`src/rtl/hp_command_sequencer_if.sv`:
```
// ----------------------------------------------------------------------------
// hp_command_sequencer_if
// Request/response bundle between fabric logic and hp_command_sequencer.
//   master : the requester (drives req_*, resp_ready; observes the rest)
//   slave  : the sequencer  (drives req_ready, resp_*; observes the rest)
// Signals:
//   req_valid/req_ready      request handshake
//   req_write                1 write, 0 read
//   req_address[31:0]        byte address
//   req_data[23:0]           write data bits [31:8] of the AXI beat
//   req_id[5:0]              AXI id
//   resp_valid/resp_ready    response handshake
//   resp_write               response belongs to a write
//   resp_data[31:0]          read data, 0 for writes and timeouts
//   resp_response[1:0]       BRESP/RRESP
//   resp_id[5:0]             returned id
//   resp_timeout             transaction aborted by a poll timeout
// ----------------------------------------------------------------------------
interface hp_command_sequencer_if;
   logic        req_valid;
   logic        req_ready;
   logic        req_write;
   logic [31:0] req_address;
   logic [23:0] req_data;
   logic [5:0]  req_id;
   logic        resp_valid;
   logic        resp_ready;
   logic        resp_write;
   logic [31:0] resp_data;
   logic [1:0]  resp_response;
   logic [5:0]  resp_id;
   logic        resp_timeout;

   modport master (
      output req_valid, req_write, req_address, req_data, req_id, resp_ready,
      input  req_ready, resp_valid, resp_write, resp_data, resp_response,
             resp_id, resp_timeout
   );

   modport slave (
      input  req_valid, req_write, req_address, req_data, req_id, resp_ready,
      output req_ready, resp_valid, resp_write, resp_data, resp_response,
             resp_id, resp_timeout
   );
endinterface

```
`src/rtl/hp_command_sequencer.sv`:
```
// ----------------------------------------------------------------------------
// hp_command_sequencer
// Drives the HP stimulator's 32-bit GPIO command port ({cmd[7:0], field[23:0]})
// so that one request on the bus interface becomes a complete single-beat AXI3
// transaction: set fields, poll ready, SEND, poll valid, read back, CLEAR, and
// one response beat back to the requester.
// Ports:
//   clock     in   single clock, posedge
//   reset_n   in   asynchronous active-low reset
//   bus       slave modport of hp_command_sequencer_if (req_* / resp_*)
//   gpio_out  out  registered command word to the stimulator
//   gpio_in   in   stimulator reply, combinational on gpio_out
// Optional feature: define HP_SEQ_LAST_CHECK_EN to add a GET_LAST step after
// GET_DATA on reads; a missing rlast turns the response into SLVERR.
// ----------------------------------------------------------------------------
module hp_command_sequencer #(
   parameter logic [3:0] CACHE          = 4'b0011,
   parameter logic [2:0] PROTECTION     = 3'b000,
   parameter logic [1:0] BURST          = 2'b01,
   parameter int         TIMEOUT_CYCLES = 1024
) (
   input  logic                  clock,
   input  logic                  reset_n,
   hp_command_sequencer_if.slave bus,
   output logic [31:0]           gpio_out,
   input  logic [31:0]           gpio_in
);
   localparam logic [7:0] CMD_DATA         = 8'd0;
   localparam logic [7:0] CMD_ADDR_LO      = 8'd1;
   localparam logic [7:0] CMD_ADDR_HI      = 8'd2;
   localparam logic [7:0] CMD_CACHE        = 8'd3;
   localparam logic [7:0] CMD_PROT         = 8'd4;
   localparam logic [7:0] CMD_ID           = 8'd5;
   localparam logic [7:0] CMD_WRITE        = 8'd6;
   localparam logic [7:0] CMD_BURST        = 8'd7;
   localparam logic [7:0] CMD_SEND         = 8'd8;
   localparam logic [7:0] CMD_GET_READY    = 8'd9;
   localparam logic [7:0] CMD_GET_DATA     = 8'd10;
   localparam logic [7:0] CMD_GET_WRITE    = 8'd11;
   localparam logic [7:0] CMD_GET_VALID    = 8'd12;
   localparam logic [7:0] CMD_GET_RESPONSE = 8'd13;
   localparam logic [7:0] CMD_GET_ID       = 8'd14;
   localparam logic [7:0] CMD_GET_LAST     = 8'd15;
   localparam logic [7:0] CMD_CLEAR        = 8'd16;

   localparam int               CNT_W   = (TIMEOUT_CYCLES > 1) ? $clog2(TIMEOUT_CYCLES) : 1;
   localparam logic [CNT_W-1:0] CNT_MAX = CNT_W'(TIMEOUT_CYCLES - 1);

   typedef enum logic [4:0] {
      S_INIT, S_IDLE, S_CACHE, S_PROT, S_BURST, S_DATA, S_ADDR_LO, S_ADDR_HI,
      S_ID, S_WRITE, S_POLL_READY, S_SEND, S_POLL_VALID, S_GET_RESPONSE,
      S_GET_ID, S_GET_WRITE, S_GET_DATA, S_GET_LAST, S_CLEAR, S_RESP
   } state_t;

   state_t           state, state_next;
   logic [CNT_W-1:0] poll_cnt;
   logic             poll_expired;
   logic             timeout_hit;
   logic             accept;

   logic [31:0]      lat_address;
   logic [23:0]      lat_data;
   logic [5:0]       lat_id;
   logic             lat_write;

   logic             r_write;
   logic [31:0]      r_data;
   logic [1:0]       r_response;
   logic [5:0]       r_id;
   logic             r_timeout;

   // Command word presented while the sequencer sits in state s. IDLE, RESP
   // and POLL_VALID all use GET_VALID, which has no side effects.
   function automatic logic [31:0] word_for(input state_t s, input logic [31:0] addr,
                                            input logic [23:0] data, input logic [5:0] id,
                                            input logic wr);
      logic [31:0] w;
      case (s)
         S_INIT, S_CLEAR: w = {CMD_CLEAR, 24'h0};
         S_CACHE:         w = {CMD_CACHE, 20'h0, CACHE};
         S_PROT:          w = {CMD_PROT, 21'h0, PROTECTION};
         S_BURST:         w = {CMD_BURST, 22'h0, BURST};
         S_DATA:          w = {CMD_DATA, data};
         S_ADDR_LO:       w = {CMD_ADDR_LO, addr[23:0]};
         S_ADDR_HI:       w = {CMD_ADDR_HI, 16'h0, addr[31:24]};
         S_ID:            w = {CMD_ID, 18'h0, id};
         S_WRITE:         w = {CMD_WRITE, 23'h0, wr};
         S_POLL_READY:    w = {CMD_GET_READY, 24'h0};
         S_SEND:          w = {CMD_SEND, 24'h0};
         S_GET_RESPONSE:  w = {CMD_GET_RESPONSE, 24'h0};
         S_GET_ID:        w = {CMD_GET_ID, 24'h0};
         S_GET_WRITE:     w = {CMD_GET_WRITE, 24'h0};
         S_GET_DATA:      w = {CMD_GET_DATA, 24'h0};
         S_GET_LAST:      w = {CMD_GET_LAST, 24'h0};
         default:         w = {CMD_GET_VALID, 24'h0};
      endcase
      return w;
   endfunction

   assign accept       = (state == S_IDLE) && bus.req_valid;
   assign poll_expired = (poll_cnt == CNT_MAX);

   assign bus.req_ready     = (state == S_IDLE);
   assign bus.resp_valid    = (state == S_RESP);
   assign bus.resp_write    = r_write;
   assign bus.resp_data     = r_data;
   assign bus.resp_response = r_response;
   assign bus.resp_id       = r_id;
   assign bus.resp_timeout  = r_timeout;

   always_comb begin
      state_next  = state;
      timeout_hit = 1'b0;
      case (state)
         S_INIT:       state_next = S_IDLE;
         S_IDLE:       if (bus.req_valid) state_next = S_CACHE;
         S_CACHE:      state_next = S_PROT;
         S_PROT:       state_next = S_BURST;
         S_BURST:      state_next = lat_write ? S_DATA : S_ADDR_LO;
         S_DATA:       state_next = S_ADDR_LO;
         S_ADDR_LO:    state_next = S_ADDR_HI;
         S_ADDR_HI:    state_next = S_ID;
         S_ID:         state_next = S_WRITE;
         S_WRITE:      state_next = S_POLL_READY;
         // A reply arriving in the last permitted cycle still wins over expiry.
         S_POLL_READY: begin
            if (gpio_in[2:0] == 3'b111) begin
               state_next = S_SEND;
            end else if (poll_expired) begin
               state_next  = S_CLEAR;
               timeout_hit = 1'b1;
            end
         end
         S_SEND:       state_next = S_POLL_VALID;
         S_POLL_VALID: begin
            if (gpio_in[0]) begin
               state_next = S_GET_RESPONSE;
            end else if (poll_expired) begin
               state_next  = S_CLEAR;
               timeout_hit = 1'b1;
            end
         end
         S_GET_RESPONSE: state_next = S_GET_ID;
         S_GET_ID:       state_next = S_GET_WRITE;
         S_GET_WRITE:    state_next = lat_write ? S_CLEAR : S_GET_DATA;
`ifdef HP_SEQ_LAST_CHECK_EN
         S_GET_DATA:     state_next = S_GET_LAST;
         S_GET_LAST:     state_next = S_CLEAR;
`else
         S_GET_DATA:     state_next = S_CLEAR;
`endif
         S_CLEAR:        state_next = S_RESP;
         S_RESP:         if (bus.resp_ready) state_next = S_IDLE;
         default:        state_next = S_INIT;
      endcase
   end

   // State and gpio_out move together so the word always matches the state.
   always_ff @(posedge clock or negedge reset_n) begin
      if (!reset_n) begin
         state      <= S_INIT;
         gpio_out   <= {CMD_CLEAR, 24'h0};
         poll_cnt   <= '0;
         r_write    <= 1'b0;
         r_data     <= '0;
         r_response <= '0;
         r_id       <= '0;
         r_timeout  <= 1'b0;
      end else begin
         state    <= state_next;
         gpio_out <= word_for(state_next, lat_address, lat_data, lat_id, lat_write);

         // Restarts on every state change, so each poll state begins at zero.
         if (state_next != state) begin
            poll_cnt <= '0;
         end else if (poll_cnt != CNT_MAX) begin
            poll_cnt <= poll_cnt + 1'b1;
         end

         case (state)
            S_IDLE: begin
               if (accept) begin
                  r_write    <= bus.req_write;
                  r_data     <= '0;
                  r_response <= '0;
                  r_id       <= '0;
                  r_timeout  <= 1'b0;
               end
            end
            S_POLL_READY, S_POLL_VALID: if (timeout_hit) r_timeout <= 1'b1;
            S_GET_RESPONSE: r_response <= gpio_in[1:0];
            S_GET_ID:       r_id       <= gpio_in[5:0];
            S_GET_WRITE:    r_write    <= gpio_in[0];
            S_GET_DATA:     r_data     <= gpio_in;
`ifdef HP_SEQ_LAST_CHECK_EN
            S_GET_LAST:     if (!gpio_in[0]) r_response <= 2'b10;
`endif
            default: ;
         endcase
      end
   end

   // Request fields are only meaningful after an accept, so they carry no reset.
   always_ff @(posedge clock) begin
      if (accept) begin
         lat_address <= bus.req_address;
         lat_data    <= bus.req_data;
         lat_id      <= bus.req_id;
         lat_write   <= bus.req_write;
      end
   end
endmodule
```
`src/flat_wrapper.sv`:
```
// flat-port wrapper written by rule: the top's interface ports become plain ports
module hp_command_sequencer_flat 
#(
   parameter logic [3:0] CACHE          = 4'b0011,
   parameter logic [2:0] PROTECTION     = 3'b000,
   parameter logic [1:0] BURST          = 2'b01,
   parameter int         TIMEOUT_CYCLES = 1024
)
  (clock, reset_n, gpio_out, gpio_in, bus_req_valid, bus_req_write, bus_req_address, bus_req_data, bus_req_id, bus_resp_ready, bus_req_ready, bus_resp_valid, bus_resp_write, bus_resp_data, bus_resp_response, bus_resp_id, bus_resp_timeout);
  hp_command_sequencer_if bus_i ();
  input  logic clock;
  input  logic reset_n;
  output logic [31:0] gpio_out;
  input  logic [31:0] gpio_in;
  input wire logic [$bits(bus_i.req_valid)-1:0] bus_req_valid;
  input wire logic [$bits(bus_i.req_write)-1:0] bus_req_write;
  input wire logic [$bits(bus_i.req_address)-1:0] bus_req_address;
  input wire logic [$bits(bus_i.req_data)-1:0] bus_req_data;
  input wire logic [$bits(bus_i.req_id)-1:0] bus_req_id;
  input wire logic [$bits(bus_i.resp_ready)-1:0] bus_resp_ready;
  output wire logic [$bits(bus_i.req_ready)-1:0] bus_req_ready;
  output wire logic [$bits(bus_i.resp_valid)-1:0] bus_resp_valid;
  output wire logic [$bits(bus_i.resp_write)-1:0] bus_resp_write;
  output wire logic [$bits(bus_i.resp_data)-1:0] bus_resp_data;
  output wire logic [$bits(bus_i.resp_response)-1:0] bus_resp_response;
  output wire logic [$bits(bus_i.resp_id)-1:0] bus_resp_id;
  output wire logic [$bits(bus_i.resp_timeout)-1:0] bus_resp_timeout;
  assign bus_i.req_valid = bus_req_valid;
  assign bus_i.req_write = bus_req_write;
  assign bus_i.req_address = bus_req_address;
  assign bus_i.req_data = bus_req_data;
  assign bus_i.req_id = bus_req_id;
  assign bus_i.resp_ready = bus_resp_ready;
  assign bus_req_ready = bus_i.req_ready;
  assign bus_resp_valid = bus_i.resp_valid;
  assign bus_resp_write = bus_i.resp_write;
  assign bus_resp_data = bus_i.resp_data;
  assign bus_resp_response = bus_i.resp_response;
  assign bus_resp_id = bus_i.resp_id;
  assign bus_resp_timeout = bus_i.resp_timeout;
  hp_command_sequencer #(.CACHE(CACHE), .PROTECTION(PROTECTION), .BURST(BURST), .TIMEOUT_CYCLES(TIMEOUT_CYCLES)) u_core (.clock(clock), .reset_n(reset_n), .bus(bus_i), .gpio_out(gpio_out), .gpio_in(gpio_in));
endmodule
```
`config.mk`:
```
export PLATFORM = sky130hd
export DESIGN_NAME = hp_command_sequencer_flat
export DESIGN_NICKNAME = d
export VERILOG_FILES = /design/src/rtl/hp_command_sequencer_if.sv /design/src/rtl/hp_command_sequencer.sv /design/src/flat_wrapper.sv
export SDC_FILE = /design/constraint.sdc
export NUM_CORES = 1
export LEC_CHECK = 0
export CELL_PAD_IN_SITES_DETAIL_PLACEMENT = 1
export CELL_PAD_IN_SITES_GLOBAL_PLACEMENT = 1
export CORE_MARGIN = 3
export CORE_UTILIZATION = 44
export CTS_BUF_LIST = sky130_fd_sc_hd__clkbuf_16
export CTS_CLUSTER_DIAMETER = 120
export DETAILED_ROUTE_END_ITERATION = 8
export DONT_BUFFER_PORTS = 1
export PLACE_DENSITY_LB_ADDON = 0.05
export RECOVER_POWER = 25
export REMOVE_ABC_BUFFERS = 1
export SYNTH_ARGS = -nofsm -noshare
export SYNTH_HDL_FRONTEND = slang
export SYNTH_SLANG_ARGS = --single-unit
```
`constraint.sdc`:
```
create_clock -name clock -period 2.5 [get_ports clock]
set_input_delay 0.375 -clock clock [delete_from_list [all_inputs] [get_ports clock]]
set_output_delay 0.375 -clock clock [all_outputs]
set_load 0.005 [all_outputs]
```
==> impl_metrics.toml, run 1 <==
[grt]
grt_max_degree = 87
grt_pass1_wl_mm = 22.9
antenna_found_initial = 0
gr-total-overflow = 0
grt_pass1_vias = 4165
grt_usage_pct = 19.8

[final_layout]
design_area_um2 = 7110
num-fill-cells = 1359
synthToLayoutAreaGrowth_pct = 17.3
diodes = 0
nNetsFinal = 629
drive_gt1_share_pct = 17.0

[sta]
worst_slew_margin_rel_pct = 18.0
min_period_ns = 2.42
clock_skew_ns = 0.00604
worst_hold_slack_ns = 0.0573
max_freq_mhz = 414
period_share_pct = 96.7
hold_violations = 0
tightest_slew_ns = 1.23
slew_viol_final = 0
setup_tns_ns = 0
rsz0062_at_grt = "no"
setup_ws_ns = 0.0820
setup_viol_count_final = 0

[critical_path]
path_cells = "buf_4 -> inv_1 -> or2_2 -> a31oi_1 -> a211o_1 -> nor4_4 -> buf_12 -> a221o_1"
setup.worst_path.class = "reg2reg"
cp-end-kind = "flop"
crit_path_start_kind = "flop"
cp.arrival_ns = 2.71
crit_path_max_fanout = 17
required_ns = 2.79
cpMaxStageDelayCell = "dfrtp_1"
crit_family = "compound AO/OA/AOI/OAI gates"
path_buf_inv = 3
cpPeakStageDelay_ns = 0.50

[clock_tree]
cts_tree = "built"
clk_pin_slew_worst_paths_ns = 0.06
post_cts.repair.setup_buffers = 0
cts-root-buf = "clkbuf_16"
numCtsBuffers = 17
cts_buffer_depth = 2
h-tree-depth = 4
cts.sinks = 149
worstSkewPairLatency_ns = 0.41

[routing]
dr_total_vias = 4024
wire_per_inst_um = 20.9
wl_met3_mm = 1.42
drc = 0
drt_iter0_drc = 197
met1_length_mm = 6.17
dr.pass1.iters = 4
via_per_inst = 5.60
highest_layer = "met4"
wl_mm = 15.0
wl_met2_mm = 7.19
drtAntennaViolNets = 0

[yosys]
synth.avg_cell_area_um2 = 12.2
synth_edf_count = 63
synthDistinctLibCells = 60
synth_area_um2 = 6060
synthFlopType = "dfrtp_1"
synthArstFlopShare_pct = 57.7
yosysSeqAreaShare_pct = 66.7
syn_inst = 498
ys_warn_count = 0
synth.ff_latch_count = 149

[pwr]
power_leakage_nw = 3.08
pwr_density_cell_nw_per_um2 = 1190
comb_power_share_pct = 28.4
finalPower_mw = 8.46
power.share.clock_pct = 30.4
peakVddDrop_mv = 0.648
seqPwrFrac_pct = 41.2
swShare_pct = 32.7
p_switching_mw = 2.77
p_int_mw = 5.69

[floorplan]
core_um2 = 13300
ios = 175
start_util_pct = 45.4
die_h_um = 123
dieArea_um2 = 15200
dieWidth_um = 123
rows = 42

[placement]
preCtsSetupSlack_ns = 0.137
globalplace.congestion = 0.875
dp_hpwl_mm = 10.4
io_buffers = 0
placed_area_um2 = 6470

[outcome]
outcome = "completed"

[job]
drv_cap = 0

[hold_path]
hold_class = "in2reg"
==> area by class of cell <==
class / count / area [um^2] / share of cell area (%)
Clock buffer: 17 / 425 / 5.98
Sequential cell: 149 / 4050 / 56.9
Tap cell: 176 / 220 / 3.10
Clock inverter: 15 / 176 / 2.48
Inverter: 6 / 22.5 / 0.317
Timing Repair Buffer: 41 / 348 / 4.89
Multi-Input combinational cell: 314 / 1880 / 26.4
==> sequential cells by signal, indices dropped and copies added (netlist names) <==
| signal | cells |
|---|---|
| u_core.bus.resp_data | 32 |
| u_core.lat_address | 32 |
| u_core.gpio_out | 29 |
| u_core.lat_data | 24 |
| u_core.poll_cnt | 10 |
| u_core.bus.resp_id | 6 |
| u_core.lat_id | 6 |
| u_core.state | 5 |
| u_core.bus.resp_response | 2 |
| u_core.bus.resp_timeout | 1 |
| u_core.bus.resp_write | 1 |
| u_core.lat_write | 1 |
==> final timing paths <==
check / end / slack (ns) / from / cells past startpoint
worst max-delay path: u_core.gpio_out[5] / 0.08 / u_core.state[4] / 8
max in group asynchronous: u_core.state[1] / 0.90 / reset_n / 2
worst min-delay path: u_core.lat_data[1] / 0.06 / bus_req_data[1] / 0
worst min register to register: u_core.gpio_out[0] / 0.46 / u_core.lat_address[0] / 1
worst max register to register: u_core.gpio_out[5] / 0.08 / u_core.state[4] / 8
min in group asynchronous: u_core.bus.resp_timeout / 0.81 / reset_n / 2
==> power groups by stage <==
stage                     clock [mW]  sequential (mW)  combinational, mW
after global routing            2.75             3.56               2.65
final                           2.57             3.48               2.41
after floorplan                    0             3.48               1.35
after detailed placement           0             3.54               2.35
after global placement             0             3.52               2.30
after CTS                       2.64             3.50               2.39
==> cells by family (layout without fill, tap and decap cells) <==
| logic type | Yosys count | in the layout | synth area share [%] |
|---|---|---|---|
| simple gates | 222 | 222 | 18.1 |
| buf+inv | 37 | 79 | 2.97 |
| flops | 149 | 149 | 66.7 |
| fa+ha+maj | 1 | 1 | 0.206 |
| compound gates | 78 | 78 | 10.3 |
| other cells | 1 | 3 | 0.0618 |
| xor+xnor | 9 | 9 | 1.42 |
| mux | 1 | 1 | 0.165 |
==> per-stage QoR <==
step | cells | util [%]
global placement | 684 | 48.5
floorplan | 469 | -
global route | 718 | 53.3
CTS | 718 | 53.3
detailed placement | 684 | 48.5
finish | 718 | 53.3
==> cell usage in the layout (no fill, tap or decap), types with 7 or more instances in the layout <==
master      n
buf_4      36
dfrtp_1    85
a21oi_1    10
nand3_1    54
nor2_1     11
nor3_1     17
o21ai_0     7
clkbuf_16  17
edfxtp_1   63
nand2_1    94
a22o_1     22
==> synth_stat cells, types with 7 or more instances <==
| cell type | instances | area, um^2 |
|---|---|---|
| a21oi_1 | 10 | 50.1 |
| a22o_1 | 22 | 193 |
| clkbuf_1 | 17 | 63.8 |
| dfrtp_1 | 85 | 2130 |
| edfxtp_1 | 63 | 1890 |
| nand2_1 | 95 | 357 |
| nand3_1 | 54 | 270 |
| nor2_1 | 12 | 45.0 |
| nor3_1 | 18 | 90.1 |
| o21ai_0 | 7 | 35.0 |
==> timing repair <==
item / 4_1_cts / 5_1_grt
hold buffers: 2 / 0
setup endpoints to repair: 0 / 15
resized for setup: 0 / 4
endpoints found under the hold margin: 86 / 0
==> routing by layer <==
layer / track usage, % / vias to the layer above
met4: 6.09 / 0
met5: 0 / -
met1: 24.6 / 2006
li1: - / 1862
met3: 8.01 / 15
met2: 31.7 / 141
Note: power is estimated with default switching activity, not from simulation.
==> inputs of run 2 (changes only) <==
--- a/config.mk
+++ b/config.mk
@@ -20,2 +20,3 @@
 export SYNTH_HDL_FRONTEND = slang
 export SYNTH_SLANG_ARGS = --single-unit
+export TNS_END_PERCENT = 10
==> constraint.sdc (replaced) <==
create_clock -name clock -period 2.5 [get_ports clock]
set_input_delay 0.5 -clock clock [delete_from_list [all_inputs] [get_ports clock]]
set_output_delay 0.5 -clock clock [all_outputs]
set_load 0.005 [all_outputs]
==> run 2 against run 1 <==
The flow now finishes with violations (capacitance limit, slew limit); clock-buffer cell count is the same; hold slack gained 0.13 ns; combinational power about the same; clock skew about the same; total power about the same; first-iteration DRC count grew 8.6%; utilization decreased by 0.094 points; sequential share of layout area is 0.10 points higher; die area stayed put; non-clock buffer count is 1 lower; critical path depth did not move; global-route usage stayed put; critical endpoint unchanged.
==> impl_metrics.toml, run 2 (synthesis gave the netlist of run 1 again) <==
[outcome]
outcome = "complete, but fails checks"
failed_checks = "capacitance limit, slew limit"

[final_layout]
diodes = 0
postLayoutCoreUtil_pct = 53.2
layout_commonest_cell = "nand2_1"
stdcell_count = 717
nNetsFinal = 628
mostFrequentLayoutCells = "nand2_1 (94), dfrtp_1 (85), edfxtp_1 (63)"
ff_latch_area_um2 = 4050
design_area_um2 = 7100
drive_gt1_share_pct = 17.0
synthToLayoutAreaGrowth_pct = 17.1
multi_input_area_um2 = 1880
num-fill-cells = 1361

[critical_path]
setup.worst_path.class = "reg2reg"
cpPeakStageDelay_ns = 0.49
crit_path_max_fanout = 17
cpMaxStageDelayCell = "dfrtp_1"
worst_r2r_path_depth = 8
path_cells = "buf_4 -> inv_1 -> or2_2 -> a31oi_1 -> a211o_1 -> nor4_4 -> buf_12 -> a221o_1"
cp-end-kind = "flop"
required_ns = 2.79
r2r_end = "u_core.gpio_out[5]"
crit_path_start_kind = "flop"
cp.arrival_ns = 2.68
rrSetupSlack_ns = 0.12
r2r-start = "u_core.state[4]"

[sta]
clock_skew_ns = 0.00640
worst_slew_margin_rel_pct = -33.6
worst_hold_slack_ns = 0.182
tightest_slew_ns = 2.00
period_share_pct = 95.3
rsz0062_at_grt = "no"
min_period_ns = 2.38
hold_violations = 0
setup_viol_count_final = 0
slew_viol_final = 87
setup_ws_ns = 0.118
max_freq_mhz = 420

[clock_tree]
numCtsBuffers = 17
cts_buffer_depth = 2
clk_pin_slew_worst_paths_ns = 0.06
cts-root-buf = "clkbuf_16"
h-tree-depth = 4
worstSkewPairLatency_ns = 0.41
post_cts.repair.setup_buffers = 0
cts.sinks = 149
cts_tree = "built"

[floorplan]
rows = 42
core_um2 = 13300
start_util_pct = 45.4
dieWidth_um = 123
die_h_um = 123
dieArea_um2 = 15200
ios = 175

[grt]
gr-total-overflow = 0
grt_usage_pct = 19.8
antenna_found_initial = 0
grt_pass1_vias = 4163
grt_pass1_wl_mm = 22.9
grt_max_degree = 87

[placement]
globalplace.congestion = 0.875
dp_hpwl_mm = 10.4
io_buffers = 0
numPlacedInstances = 684
placed_area_um2 = 6470
preCtsSetupSlack_ns = 0.137

[routing]
wl_mm = 15.0
drc = 0
dr_total_vias = 4028
drt_iter0_drc = 214
dr.pass1.iters = 4
drtAntennaViolNets = 0
wire_per_inst_um = 20.9
via_per_inst = 5.62

[pwr]
comb_power_share_pct = 28.4
seqPwrFrac_pct = 41.2
pwr_density_cell_nw_per_um2 = 1190
p_switching_mw = 2.76
power_leakage_nw = 3.07
power.share.clock_pct = 30.4
swShare_pct = 32.7
peakVddDrop_mv = 0.648
p_int_mw = 5.69

[hold_path]
min_to = "u_core.lat_data[1]"
hold_path_depth = 0
hold_class = "in2reg"
hp-start = "bus_req_data[1]"

[job]
drv_cap = 1
run 2: worst max path at each step:
| stage | from | endpoint | slack, ns | cells after the start |
|---|---|---|---|---|
| final | u_core.state[4] | u_core.gpio_out[5] | 0.12 | 8 |
| after detailed placement | u_core.state[1] | u_core.poll_cnt[8] | 0.14 | 8 |
| after global routing | u_core.state[1] | u_core.gpio_out[8] | 0.02 | 7 |
| after global placement | u_core.state[1] | u_core.poll_cnt[8] | 0.18 | 8 |
| after floorplan | u_core.state[2] | u_core.lat_address[0] | -0.98 | 3 |
| after CTS | u_core.state[1] | u_core.poll_cnt[8] | 0.12 | 8 |
run 2: worst max-delay path, delay by kind of cell (launching register included):
kind                   cells  cell delay, ns
AO/OA/AOI/OAI              3            0.84
buffers and inverters      3            0.54
flip-flops                 1            0.49
AND/OR/NAND/NOR            2            0.38
run 2: stage by stage:
stage                     power, mW  TNS (ns)
after floorplan                4.83    -77.70
after global placement         5.82         0
after detailed placement       5.89         0
after CTS                      8.52         0
after global routing           8.95         0
final                          8.46         0
run 2: cell type report:
type | instances | area share [%]
repair buffers | 40 | 4.72
clock inverters | 15 | 2.48
multi-input cells | 314 | 26.4
clock buffers | 17 | 5.99
inverters | 6 | 0.317
flip-flops and latches | 149 | 57.0
well taps | 176 | 3.10
run 2: per-layer routing:
layer	GRT usage, %	wire length, um
met1	24.6	6140
met2	31.7	7230
met3	8.05	1390
met4	6.09	195
met5	0	0
run 2: what timing repair did:
item | in CTS | in global routing
setup endpoints to repair | 0 | 15
hold buffers | 1 | 0
hold endpoints to repair | 86 | 0
gates resized for setup | 0 | 4
run 2: power groups by stage:
stage | logic [mW] | clock network, mW | registers [mW]
finish | 2.40 | 2.57 | 3.48
floorplan | 1.35 | 0 | 3.48
CTS | 2.39 | 2.64 | 3.50
global placement | 2.30 | 0 | 3.52
global route | 2.65 | 2.75 | 3.56
detailed placement | 2.35 | 0 | 3.54
==> inputs of run 3 (changes only) <==
PLACE_DENSITY = 0.81   (was unset)
PLACE_DENSITY_LB_ADDON = unset   (was 0.05)
==> run 3 against run 2 <==
The flow now finishes without violations; routed wire length rose by 2.3%; sequential share of layout area rose by 0.53 points; clock power fell by 7%; clock skew rose by 0.0028 ns; utilization fell by 0.49 points; sequential power barely moved; register-to-register slack got worse by 0.02 ns; die area did not move; fmax fell by 0.96%; largest cell class unchanged; largest power group unchanged.
==> impl_metrics.toml, run 3 (synthesis gave the netlist of run 1 again) <==
[floorplan]
dieWidth_um = 123
dieArea_um2 = 15200
core_um2 = 13300
rows = 42
start_util_pct = 45.4
ios = 175
die_h_um = 123

[critical_path]
crit_path_start_kind = "flop"
setup.worst_path.class = "reg2reg"
required_ns = 2.77
cp_common_cell = "nor4_4"
cpPeakStageDelay_ns = 0.49
crit_path_start = "u_core.state[4]"
crit_path_max_fanout = 27
cpMaxStageDelayCell = "dfrtp_1"
r2r-start = "u_core.state[4]"
path_cells = "or2_4 -> or4_4 -> a21oi_2 -> nor4_4 -> buf_4 -> nor4_4 -> buf_12 -> o31ai_1"
cp-end-kind = "flop"
cp.arrival_ns = 2.67

[sta]
worst_slew_margin_rel_pct = 20.4
min_period_ns = 2.41
max_freq_mhz = 416
setup_viol_count_final = 0
slew_viol_final = 0
period_share_pct = 96.2
clock_skew_ns = 0.00924
rsz0062_at_grt = "yes"
hold_violations = 0
tightest_slew_ns = 1.19
setup_ws_ns = 0.0944

[grt]
gr-total-overflow = 0
grt_max_degree = 87
grt_pass1_vias = 4280
grt_pass1_wl_mm = 23.2
grt_usage_pct = 20.1
antenna_found_initial = 0

[final_layout]
drive_gt1_share_pct = 16.5
nNetsFinal = 625
design_area_um2 = 7040
diodes = 0
layout_commonest_cell = "nand2_1"
mostFrequentLayoutCells = "nand2_1 (95), dfrtp_1 (85), edfxtp_1 (63)"
synthToLayoutAreaGrowth_pct = 16.0

[clock_tree]
numCtsBuffers = 17
cts-root-buf = "clkbuf_16"
cts_tree = "built"
cts.sinks = 149
clk_pin_slew_worst_paths_ns = 0.07
h-tree-depth = 4
worstSkewPairLatency_ns = 0.42
cts_buffer_depth = 2

[outcome]
outcome = "completed"

[routing]
wire_per_inst_um = 21.4
drt_iter0_drc = 199
drc = 0
drtAntennaViolNets = 0
wl_mm = 15.3
via_per_inst = 5.75
dr_total_vias = 4102
dr.pass1.iters = 4

[placement]
placed_area_um2 = 6410
dp_hpwl_mm = 10.7
globalplace.congestion = 0.969
io_buffers = 0
preCtsSetupSlack_ns = 0.0254

[pwr]
power_leakage_nw = 3.04
pwr_density_cell_nw_per_um2 = 1170
peakVddDrop_mv = 0.641

[hold_path]
hold_class = "in2reg"
hp-start = "bus_req_data[17]"

[job]
drv_cap = 0
==> run 3: worst paths after layout <==
path / endpoint / slack [ns] / cells after the start
max in group asynchronous: u_core.bus.resp_data[26] / 0.84 / 2
min: u_core.lat_data[17] / 0.17 / 0
min reg2reg: u_core.gpio_out[18] / 0.46 / 1
min in group asynchronous: u_core.bus.resp_write / 0.87 / 2
max: u_core.gpio_out[26] / 0.09 / 8
max reg2reg: u_core.gpio_out[26] / 0.09 / 8
==> run 3: through the flow <==
step / hold slack [ns] / cells / utilization (%) / power (mW) / setup TNS (ns)
2_1_floorplan: 0.204 / 469 / - / 4.83 / -77.70
3_3_place_gp: 0.207 / 678 / 48.1 / 5.65 / 0
3_5_place_dp: 0.206 / 678 / 48.1 / 5.75 / 0
4_1_cts: 0.156 / 712 / 52.6 / 8.22 / 0
5_1_grt: 0.147 / 714 / 52.7 / 8.74 / -0.0387
6_report: 0.171 / 714 / 52.7 / 8.26 / 0
==> run 3: timing repair <==
action	4_1_cts	5_1_grt
gates resized for setup	0	3
buffers inserted	0	2
hold buffers	2	0
hold endpoints to repair	86	0
endpoints found under the setup margin	0	16
==> run 3: final cells by class <==
type                            count  area, um^2
Fill cell                        1386        6310
Clock inverter                     15         144
Inverter                            6        22.5
Sequential cell                   149        4050
Tap cell                          176         220
Multi-Input combinational cell    314        1870
Clock buffer                       17         425
Timing Repair Buffer               37         305
==> run 3: metal layers <==
metal / GRT usage, % / wire length, um
met1: 24.2 / 5870
met2: 32.8 / 7650
met3: 8.37 / 1550
met4: 6.78 / 240
met5: 0 / 0
==> run 3: report_power, final <==
part	switching [mW]	internal, mW
Clock	1.08	1.32
Combinational	1.40	0.961
Sequential	0.389	3.11
==> run 3: critical path, delay by kind of cell, from the launching register on <==
kind / cells / cell delay (ns)
simple gates: 4 / 1.07
flops: 1 / 0.49
compound gates: 2 / 0.32
buf+inv: 2 / 0.38
